**src/rtl/branch_unit_if.sv**
```systemverilog
// Decode/fetch-facing signal bundle of branch_unit: instruction and ALU inputs, redirect handshake and status.
interface branch_unit_if #(
  parameter int PC_W    = 12,
  parameter int DATA_W  = 16,
  parameter int INSTR_W = 16
);
  logic               en_branch;
  logic [INSTR_W-1:0] instruction;
  logic [PC_W-1:0]    link_pc;
  logic               alu_valid;
  logic [DATA_W-1:0]  alu_result;
  logic               redirect_ready;
  logic               redirect_valid;
  logic [PC_W-1:0]    redirect_pc;
  logic               busy;
  logic               is_branch;
  logic               flags_valid;
  logic               ras_underflow;

  modport master (
    output en_branch, instruction, link_pc, alu_valid, alu_result, redirect_ready,
    input  redirect_valid, redirect_pc, busy, is_branch, flags_valid, ras_underflow
  );

  modport slave (
    input  en_branch, instruction, link_pc, alu_valid, alu_result, redirect_ready,
    output redirect_valid, redirect_pc, busy, is_branch, flags_valid, ras_underflow
  );
endinterface

```
**src/rtl/branch_unit.sv**
```systemverilog
// Branch resolution unit: registered Z/N flags with forwarding, branch decode and a registered PC redirect.
// Optional macro BRANCH_RAS_EN adds CALL/RET through a circular return-address stack.
module branch_unit #(
  parameter int PC_W      = 12,
  parameter int DATA_W    = 16,
  parameter int INSTR_W   = 16,
  parameter int RAS_DEPTH = 4
) (
  input  logic         clk,
  input  logic         rst,
  branch_unit_if.slave bus
);
  typedef enum logic {IDLE, REDIRECT} state_e;
  typedef enum logic [1:0] {C_EQZ, C_NEZ, C_NEG, C_ALWAYS} cond_e;

  localparam int TGT_W = INSTR_W - 4;

  state_e          state_q, state_d;
  logic            z_q, n_q, flags_valid_q;
  logic [PC_W-1:0] redirect_pc_q, pc_d;
  logic            load_pc;
  logic [1:0]      op;
  cond_e           cond;
  logic            accept, z_eff, n_eff, fv_eff, cond_true, take_branch;
  logic [PC_W-1:0] target;
  logic            is_call, is_ret, ras_underflow_q;
  logic [PC_W-1:0] ret_pc;

  assign op     = bus.instruction[1:0];
  assign cond   = cond_e'(bus.instruction[3:2]);
  assign accept = bus.en_branch & (state_q == IDLE);

  // An ALU result arriving in the same cycle as the branch overrides the registered flags.
  assign fv_eff = flags_valid_q | bus.alu_valid;
  assign z_eff  = bus.alu_valid ? (bus.alu_result == '0) : z_q;
  assign n_eff  = bus.alu_valid ? bus.alu_result[DATA_W-1] : n_q;

  if (TGT_W >= PC_W) begin : g_trunc
    assign target = bus.instruction[PC_W+3:4];
  end else begin : g_zext
    assign target = {{(PC_W-TGT_W){1'b0}}, bus.instruction[INSTR_W-1:4]};
  end

  always_comb begin
    cond_true = 1'b0;
    unique case (cond)
      C_EQZ:    cond_true = fv_eff & z_eff;
      C_NEZ:    cond_true = fv_eff & ~z_eff;
      C_NEG:    cond_true = fv_eff & n_eff;
      C_ALWAYS: cond_true = 1'b1;
    endcase
  end

  assign take_branch = (op == 2'd2) & cond_true;

`ifdef BRANCH_RAS_EN
  localparam int PTR_W = $clog2(RAS_DEPTH);
  localparam int CNT_W = $clog2(RAS_DEPTH + 1);
  localparam logic [CNT_W-1:0] CNT_FULL = CNT_W'(RAS_DEPTH);

  logic [PC_W-1:0]  ras_mem [RAS_DEPTH];
  logic [PTR_W-1:0] ptr_q;
  logic [CNT_W-1:0] cnt_q;
  logic             ras_push, ras_pop, ras_empty;

  assign is_call   = (op == 2'd3) & (bus.instruction[3:2] == 2'd0);
  assign is_ret    = (op == 2'd3) & (bus.instruction[3:2] == 2'd1);
  assign ras_push  = accept & is_call;
  assign ras_pop   = accept & is_ret;
  assign ras_empty = (cnt_q == '0);
  // ptr_q names the next free slot; wrapping it overwrites the oldest entry when full.
  assign ret_pc    = ras_empty ? '0 : ras_mem[ptr_q - PTR_W'(1)];

  always_ff @(posedge clk) begin
    if (rst) begin
      ptr_q           <= '0;
      cnt_q           <= '0;
      ras_underflow_q <= 1'b0;
    end else begin
      ras_underflow_q <= ras_pop & ras_empty;
      if (ras_push) begin
        ptr_q <= ptr_q + PTR_W'(1);
        if (cnt_q != CNT_FULL) cnt_q <= cnt_q + CNT_W'(1);
      end else if (ras_pop && !ras_empty) begin
        ptr_q <= ptr_q - PTR_W'(1);
        cnt_q <= cnt_q - CNT_W'(1);
      end
    end
  end

  // NOTE: stack storage is deliberately not reset; count alone marks which entries are valid.
  always_ff @(posedge clk) begin
    if (ras_push) ras_mem[ptr_q] <= bus.link_pc;
  end
`else
  logic unused_ras;

  assign is_call         = 1'b0;
  assign is_ret          = 1'b0;
  assign ret_pc          = '0;
  assign ras_underflow_q = 1'b0;
  assign unused_ras      = ^{bus.link_pc, (RAS_DEPTH > 1)};
`endif

  // NOTE: every combinational output gets a default first so no path can infer a latch.
  always_comb begin
    state_d = state_q;
    load_pc = 1'b0;
    pc_d    = target;
    unique case (state_q)
      IDLE: begin
        if (accept && (take_branch || is_call || is_ret)) begin
          state_d = REDIRECT;
          load_pc = 1'b1;
          pc_d    = is_ret ? ret_pc : target;
        end
      end
      REDIRECT: begin
        if (bus.redirect_ready) state_d = IDLE;
      end
    endcase
  end

  // NOTE: registers use non-blocking assignments so every flop samples pre-edge values.
  always_ff @(posedge clk) begin
    if (rst) begin
      state_q       <= IDLE;
      redirect_pc_q <= '0;
      z_q           <= 1'b0;
      n_q           <= 1'b0;
      flags_valid_q <= 1'b0;
    end else begin
      state_q <= state_d;
      if (load_pc) redirect_pc_q <= pc_d;
      if (bus.alu_valid) begin
        z_q           <= (bus.alu_result == '0);
        n_q           <= bus.alu_result[DATA_W-1];
        flags_valid_q <= 1'b1;
      end
    end
  end

  assign bus.redirect_valid = (state_q == REDIRECT);
  assign bus.busy           = (state_q == REDIRECT);
  assign bus.redirect_pc    = redirect_pc_q;
  assign bus.is_branch      = (op == 2'd2);
  assign bus.flags_valid    = flags_valid_q;
  assign bus.ras_underflow  = ras_underflow_q;
endmodule

```
**src/flat_wrapper.sv**
```systemverilog
// flat-port wrapper written by rule: the top's interface ports become plain ports
module branch_unit_flat 
#(
  parameter int PC_W      = 12,
  parameter int DATA_W    = 16,
  parameter int INSTR_W   = 16,
  parameter int RAS_DEPTH = 4
)
  (clk, rst, bus_en_branch, bus_instruction, bus_link_pc, bus_alu_valid, bus_alu_result, bus_redirect_ready, bus_redirect_valid, bus_redirect_pc, bus_busy, bus_is_branch, bus_flags_valid, bus_ras_underflow);
  branch_unit_if #(.PC_W(PC_W), .DATA_W(DATA_W), .INSTR_W(INSTR_W)) bus_i ();
  input  logic clk;
  input  logic rst;
  input wire logic [$bits(bus_i.en_branch)-1:0] bus_en_branch;
  input wire logic [$bits(bus_i.instruction)-1:0] bus_instruction;
  input wire logic [$bits(bus_i.link_pc)-1:0] bus_link_pc;
  input wire logic [$bits(bus_i.alu_valid)-1:0] bus_alu_valid;
  input wire logic [$bits(bus_i.alu_result)-1:0] bus_alu_result;
  input wire logic [$bits(bus_i.redirect_ready)-1:0] bus_redirect_ready;
  output wire logic [$bits(bus_i.redirect_valid)-1:0] bus_redirect_valid;
  output wire logic [$bits(bus_i.redirect_pc)-1:0] bus_redirect_pc;
  output wire logic [$bits(bus_i.busy)-1:0] bus_busy;
  output wire logic [$bits(bus_i.is_branch)-1:0] bus_is_branch;
  output wire logic [$bits(bus_i.flags_valid)-1:0] bus_flags_valid;
  output wire logic [$bits(bus_i.ras_underflow)-1:0] bus_ras_underflow;
  assign bus_i.en_branch = bus_en_branch;
  assign bus_i.instruction = bus_instruction;
  assign bus_i.link_pc = bus_link_pc;
  assign bus_i.alu_valid = bus_alu_valid;
  assign bus_i.alu_result = bus_alu_result;
  assign bus_i.redirect_ready = bus_redirect_ready;
  assign bus_redirect_valid = bus_i.redirect_valid;
  assign bus_redirect_pc = bus_i.redirect_pc;
  assign bus_busy = bus_i.busy;
  assign bus_is_branch = bus_i.is_branch;
  assign bus_flags_valid = bus_i.flags_valid;
  assign bus_ras_underflow = bus_i.ras_underflow;
  branch_unit #(.PC_W(PC_W), .DATA_W(DATA_W), .INSTR_W(INSTR_W), .RAS_DEPTH(RAS_DEPTH)) u_core (.clk(clk), .rst(rst), .bus(bus_i));
endmodule
```
**config.mk**
```make
export PLATFORM = sky130hd
export DESIGN_NAME = branch_unit_flat
export DESIGN_NICKNAME = d
export VERILOG_FILES = /design/src/rtl/branch_unit_if.sv /design/src/rtl/branch_unit.sv /design/src/flat_wrapper.sv
export SDC_FILE = /design/constraint.sdc
export NUM_CORES = 1
export LEC_CHECK = 0
export CORE_MARGIN = 2
export CORE_UTILIZATION = 34
export CTS_CLUSTER_DIAMETER = 100
export DETAILED_ROUTE_END_ITERATION = 8
export GPL_TIMING_DRIVEN = 0
export PLACE_DENSITY = 0.87
export SLEW_MARGIN = 20
export SYNTH_ARGS = -nofsm -noshare
export SYNTH_HDL_FRONTEND = slang
export SYNTH_SLANG_ARGS = --single-unit
```
**constraint.sdc**
```tcl
create_clock -name clk -period 1.58 [get_ports clk]
set_input_delay 0.237 -clock clk [delete_from_list [all_inputs] [get_ports clk]]
set_output_delay 0.237 -clock clk [all_outputs]
set_load 0.005 [all_outputs]
```
=== After elaboration in Yosys (flattened, before gate mapping) ===
Index checks and enable logic that the tools add are counted.

* Eq/ne operators: 4
* Muxes and demuxes: 7
* Bitwise logic cells: 8
* Reductions and logical operators: 3

{| class="wikitable"
|+ Operator list
! cell !! count
|-
| 16-bit zero test || 1
|-
| 2-bit equality test, second input constant || 3
|-
| 1-bit AND || 5
|-
| 1-bit 2-to-1 mux || 5
|-
| 1-bit one-hot mux with 4 select lines || 1
|-
| 2-bit by 1-bit equality test with 1-bit output, second input constant || 1
|-
| 2-bit zero test || 1
|-
| 1-bit inverter || 2
|-
| 1-bit one-hot mux with 2 select lines || 1
|-
| 1-bit logical AND || 1
|-
| 1-bit OR || 1
|}

* Register bits: 16
* Input port bits: 49
* Output and inout bits: 17
* Word-level logic and storage cells: 27

=== Longest topological paths before layout ===
* Depth in word-level cells: 9
* Gate-level depth with buffers: 8
* Depth with buffers taken out: 7

=== Worst setup path before layout ===
Ideal clock, no wire load.

* Kind: in2reg
* From: in bus_instruction[2]
* To: reg u_core.redirect_pc_q[10], in the netlist u_core.bus.redirect_pc[10]
* Setup time: 83 ps
* Data arrival time: 1,576 ps
* Data required time: 1,497 ps
* Path slack: -79 ps
* Stages: 7
* Buffers on the path: 1
* Path through: inv_1 -> ha_1 -> nand4bb_2 -> nand3_2 -> buf_6 -> or4_1 -> o221ai_1

* Cells in the longest elaborated chain, start to end: 6
* Elaborated cells between the ends (all ways): 9
* Those cells by class: eq/ne (3); mux (3); bitwise (1); reduce/logical (2)

{| class="wikitable"
|+ Ends and longest elaborated chain
! element !! RTL line !! text
|-
| start: declaration || flat_wrapper.sv:14 || <nowiki>input wire logic [$bits(bus_i.instruction)-1:0] bus_instruction;</nowiki>
|-
| 2-bit equality test, or another cell as far along || branch_unit.sv:46 || <nowiki>unique case (cond)</nowiki>
|-
| 1-bit one-hot mux with 4 select lines * || branch_unit.sv:46 ||
|-
| 1-bit AND * || branch_unit.sv:54 || <nowiki>assign take_branch = (op == 2'd2) & cond_true;</nowiki>
|-
| 1-bit logical AND * || branch_unit.sv:112 || <nowiki>if (accept && (take_branch || is_call || is_ret)) begin</nowiki>
|-
| 1-bit 2-to-1 mux * || branch_unit.sv:112 ||
|-
| 1-bit 2-to-1 mux * || branch_unit.sv:110 || <nowiki>unique case (state_q)</nowiki>
|-
| end signal: assignment || branch_unit.sv:134 || <nowiki>if (load_pc) redirect_pc_q <= pc_d;</nowiki>
|-
| end: declaration || branch_unit.sv:20 || <nowiki>logic [PC_W-1:0] redirect_pc_q, pc_d;</nowiki>
|}

Mark *: on every way between the ends. The rest lies on a longest branch, timed or not.
A chain may end at the register's enable or synchronous reset.

=== Worst setup path after layout ===
* From: in bus_alu_result[7]
* To: reg u_core.redirect_pc_q[7], in the netlist u_core.bus.redirect_pc[7]

* Cells in the longest elaborated chain, start to end: 9
* Elaborated cells between the ends (all ways): 10
* Those cells by class: mux (4); bitwise (4); reduce/logical (2)

{| class="wikitable"
|+ Ends and longest elaborated chain
! element !! RTL line !! text
|-
| start: declaration || flat_wrapper.sv:17 || <nowiki>input wire logic [$bits(bus_i.alu_result)-1:0] bus_alu_result;</nowiki>
|-
| 16-bit zero test * || branch_unit.sv:35 || <nowiki>assign z_eff = bus.alu_valid ? (bus.alu_result == '0) : z_q;</nowiki>
|-
| 1-bit 2-to-1 mux * || -- ||
|-
| 1-bit inverter || branch_unit.sv:48 || <nowiki>C_NEZ: cond_true = fv_eff & ~z_eff;</nowiki>
|-
| 1-bit AND || branch_unit.sv:48 ||
|-
| 1-bit one-hot mux with 4 select lines * || branch_unit.sv:46 ||
|-
| 1-bit AND * || branch_unit.sv:54 ||
|-
| 1-bit logical AND * || branch_unit.sv:112 ||
|-
| 1-bit 2-to-1 mux * || branch_unit.sv:112 ||
|-
| 1-bit 2-to-1 mux * || branch_unit.sv:110 ||
|}

Marks and branches as above.

==> out/metrics.yaml <==
max_capacitance_violation_count: 0
antenna_cells_inserted: 0
worst_hold_path.num_cells: 3
grt_setup_unrepaired: "yes"
power.density_cell_area_nw_per_um2: 529
post_synth_inst_count: 132
routed_via_density: 5.36
final.setup_skew_ns: 0.00572
cts.root.buffer_cell: "sky130_fd_sc_hd__clkbuf_4"
met3_routing_resource_usage_after_global_routing: 0.0462
fin_crit_sh: 0.985
detailed_place_hpwl_um: 2410
synth_compound_area_frac: 0.187
fill_cells: 269
drt_iter0_drc: 32
layout.area.seq_um2: 320
proportion_of_layout_cells_with_a_drive_suffix_above_1: 0.242
row_count: 20
i_o_pin_total: 66
multiInputGateArea_um2: 820
synth.cell_area_um2: 1120
finalSetupTns_ns: 0
seq_area_frac_synth: 0.287
synth.area.top_cells: "sky130_fd_sc_hd__dfxtp_1 (29%), sky130_fd_sc_hd__o221ai_1 (9.4%), sky130_fd_sc_hd__nor3b_1 (8.1%)"
vdd_ir_drop_max_uv: 518
ys_seq_elements: 16
clk-insertion-delay-late_ns: 0.29
grt_antenna_before_repair: 0
die_width_um: 61.3
crit_reg_reg_startpoint: "u_core.bus.busy"
remaining_drc_errors: 0
cts-buffers-inserted: 3
area_growth_pct: 67.6
grt_remaining_overflow: 0
worst_setup_path_start_kind: "input port"
detailedRoute.firstPassIterationCount: 4
dp.cells: 226
postSynthAreaPerCell_um2: 8.46
grt_first_pass_wirelength_um: 5390
static-leakage-power_nw: 0.720
pre_cts_ws_ns: -0.756
postLayoutSetupSlackWorst_ns: 0.0232
synthAdderAreaFrac: 0.0336
post_synth_num_cell_types: 35
source_of_the_worst_hold_timing_path: "bus_alu_valid"
required_ns: 1.81
cts_max_level: 1
pin_count_of_the_biggest_net_entering_global_routing: 11
grt_use_total: 0.191
die_area_um2: 3760
hold_end: "u_core.bus.flags_valid"
nets: 243
via_count_of_the_first_global_routing_pass: 1200
run_status: "completed"
place.gp.congestion: 0.835
final_design_area_no_fill_um2: 1870
synth_top_cell_area_share: 0.287
placement.io_buffers: 50
cts_buffer_depth: 2
async_reset_ff_frac: 0
synth_xor_xnor_area_share: 0
timing.rr.end: "u_core.bus.redirect_pc[7]"
starting_density: 0.363
min-delay-path-class: "input port to flop"
core_area_um2: 3080
grt_util_met1: 0.244
timing.reg2reg.worst_path_depth: 6
route.antenna.remaining_nets: 0
postRouteWirelength_um: 3450
final_core_util: 0.608
endpoint_arrival_time_on_the_critical_path_ns: 1.78
synth_warnings: 0
grt-busiest-layer: "met2"
clock_pin_slew_of_the_registers_on_the_worst_case_setup_and_hold_paths_ns: 0.10
synth.largest_area_cell: "sky130_fd_sc_hd__dfxtp_1"
finalWorstPathRequiredPeriod_ns: 1.56
fmax_mhz: 642
worst_setup_path_end_kind: "flop"
finalMaxSlewViolations: 0
syn_nets: 184
largest_family_of_logic_cells_by_synthesized_area: "simple AND/OR/NAND/NOR gates"
detailed_place.area_um2: 1680
dieHeight_um: 61.3
synth-main-ff-cell: "sky130_fd_sc_hd__dfxtp_1"
critical_path_class: "input port to flop"
finalSetupViolCount: 0
grt_util_met2: 0.334
reg2reg_slack_ns: 0.08
hold_violations: 0
synth_edf_count: 0
num_vias: 1255
finished_layout_cells: 234
cts_sinks: 16
yosys.area_share.simple: 0.402
post_synth_mux_area_share: 0.00897
ctsHoldBuffers: 0
path_max_fanout: 5
wl_per_cell_um: 14.7
cts_tree: "done"
synth_stat cells, types with 2 or more instances:
cell                        n
sky130_fd_sc_hd__nand3b_1   2
sky130_fd_sc_hd__clkbuf_1   6
sky130_fd_sc_hd__buf_2      2
sky130_fd_sc_hd__a21oi_1    3
sky130_fd_sc_hd__nor2_1     6
sky130_fd_sc_hd__buf_6      2
sky130_fd_sc_hd__ha_1       3
sky130_fd_sc_hd__o21ai_1    2
sky130_fd_sc_hd__o221ai_1  12
sky130_fd_sc_hd__nand2_1    2
sky130_fd_sc_hd__dfxtp_1   16
sky130_fd_sc_hd__nand2b_1  14
sky130_fd_sc_hd__nand4b_1   2
sky130_fd_sc_hd__nor4_1     5
sky130_fd_sc_hd__nor3b_1   12
sky130_fd_sc_hd__inv_1      2
sky130_fd_sc_hd__o21ai_0   11
sky130_fd_sc_hd__buf_4      2
sky130_fd_sc_hd__or4_1     12
placed cells by master (no fill, tap or decap), drive strengths merged, types with 3 or more instances in the layout:
cell type	count
nor4	5
nor3b	12
dlygate4sd2	6
or4	12
a21oi	3
buf	13
ha	3
clkbuf	11
o21ai	13
nor2	6
dfxtp	16
clkdlybuf4s50	33
nand2b	14
dlymetal6s2s	9
o221ai	12
worst max-delay path, cell delays in order:
cell	delay [ns]
sky130_fd_sc_hd__clkdlybuf4s50_1	0.50
sky130_fd_sc_hd__nor4_1	0.07
sky130_fd_sc_hd__nand2_1	0.11
sky130_fd_sc_hd__nor2_2	0.07
sky130_fd_sc_hd__buf_4	0.15
sky130_fd_sc_hd__or4_4	0.48
sky130_fd_sc_hd__o221ai_2	0.16
worst max path at each step:
stage	from	to	slack, ns	cells after the start
floorplan	bus_instruction[2]	u_core.bus.redirect_pc[11]	0.02	8
global placement	bus_instruction[2]	u_core.bus.redirect_pc[2]	-0.73	9
detailed placement	bus_instruction[2]	u_core.bus.redirect_pc[2]	-0.76	9
CTS	bus_instruction[3]	u_core.bus.redirect_pc[10]	0.00004	8
global route	bus_alu_result[7]	u_core.bus.redirect_pc[9]	-0.02	7
finish	bus_alu_result[7]	u_core.bus.redirect_pc[7]	0.02	7
routing by layer:
layer / wire length (um) / vias up
li1: - / 626
met3: 153 / 2
met1: 1530 / 589
met4: 6 / 0
met2: 1760 / 38
met5: 0 / -
layout make-up:
| cell class | instances | area share |
|---|---|---|
| clock buffer | 4 | 0.0194 |
| sequential | 16 | 0.171 |
| inverter | 2 | 0.00401 |
| buffer | 14 | 0.0508 |
| tap | 44 | 0.0294 |
| multi-input combinational | 100 | 0.438 |
| timing repair buffer | 54 | 0.287 |
logic make-up (layout without fill, tap and decap cells):
group | count (synthesis) | after routing
and+or+nand+nor | 64 | 64
AOI/OAI and AO/OA | 31 | 31
DFF | 16 | 16
buffers and inverters | 16 | 74
adders and majority gates | 3 | 3
other | 1 | 1
muxes | 1 | 1
what timing repair did:
item                       CTS  global route
pin swaps                   10            11
setup endpoints to repair   13            12
setup buffers                1             1
gates cloned                 2             0
gates resized for setup     33            31
stage by stage:
step           hold slack, ns  total power [W]
3_3_place_gp            0.483         0.000695
5_1_grt                 0.191          0.00103
4_1_cts                 0.188         0.000977
6_report                0.190         0.000989
2_1_floorplan           0.384         0.000545
3_5_place_dp            0.493         0.000699
state kept, by name, summed over array words and instances, names as in the netlist:
signal	cells
u_core.bus.redirect_pc	12
u_core.bus.busy	1
u_core.bus.flags_valid	1
u_core.n_q	1
u_core.z_q	1
report_power, final:
group          switching (W)  internal, W  total, W
Sequential         0.0000119     0.000422  0.000434
Combinational       0.000113     0.000164  0.000277
Clock               0.000137     0.000141  0.000278
No activity file was read; power rests on OpenSTA's default activity.
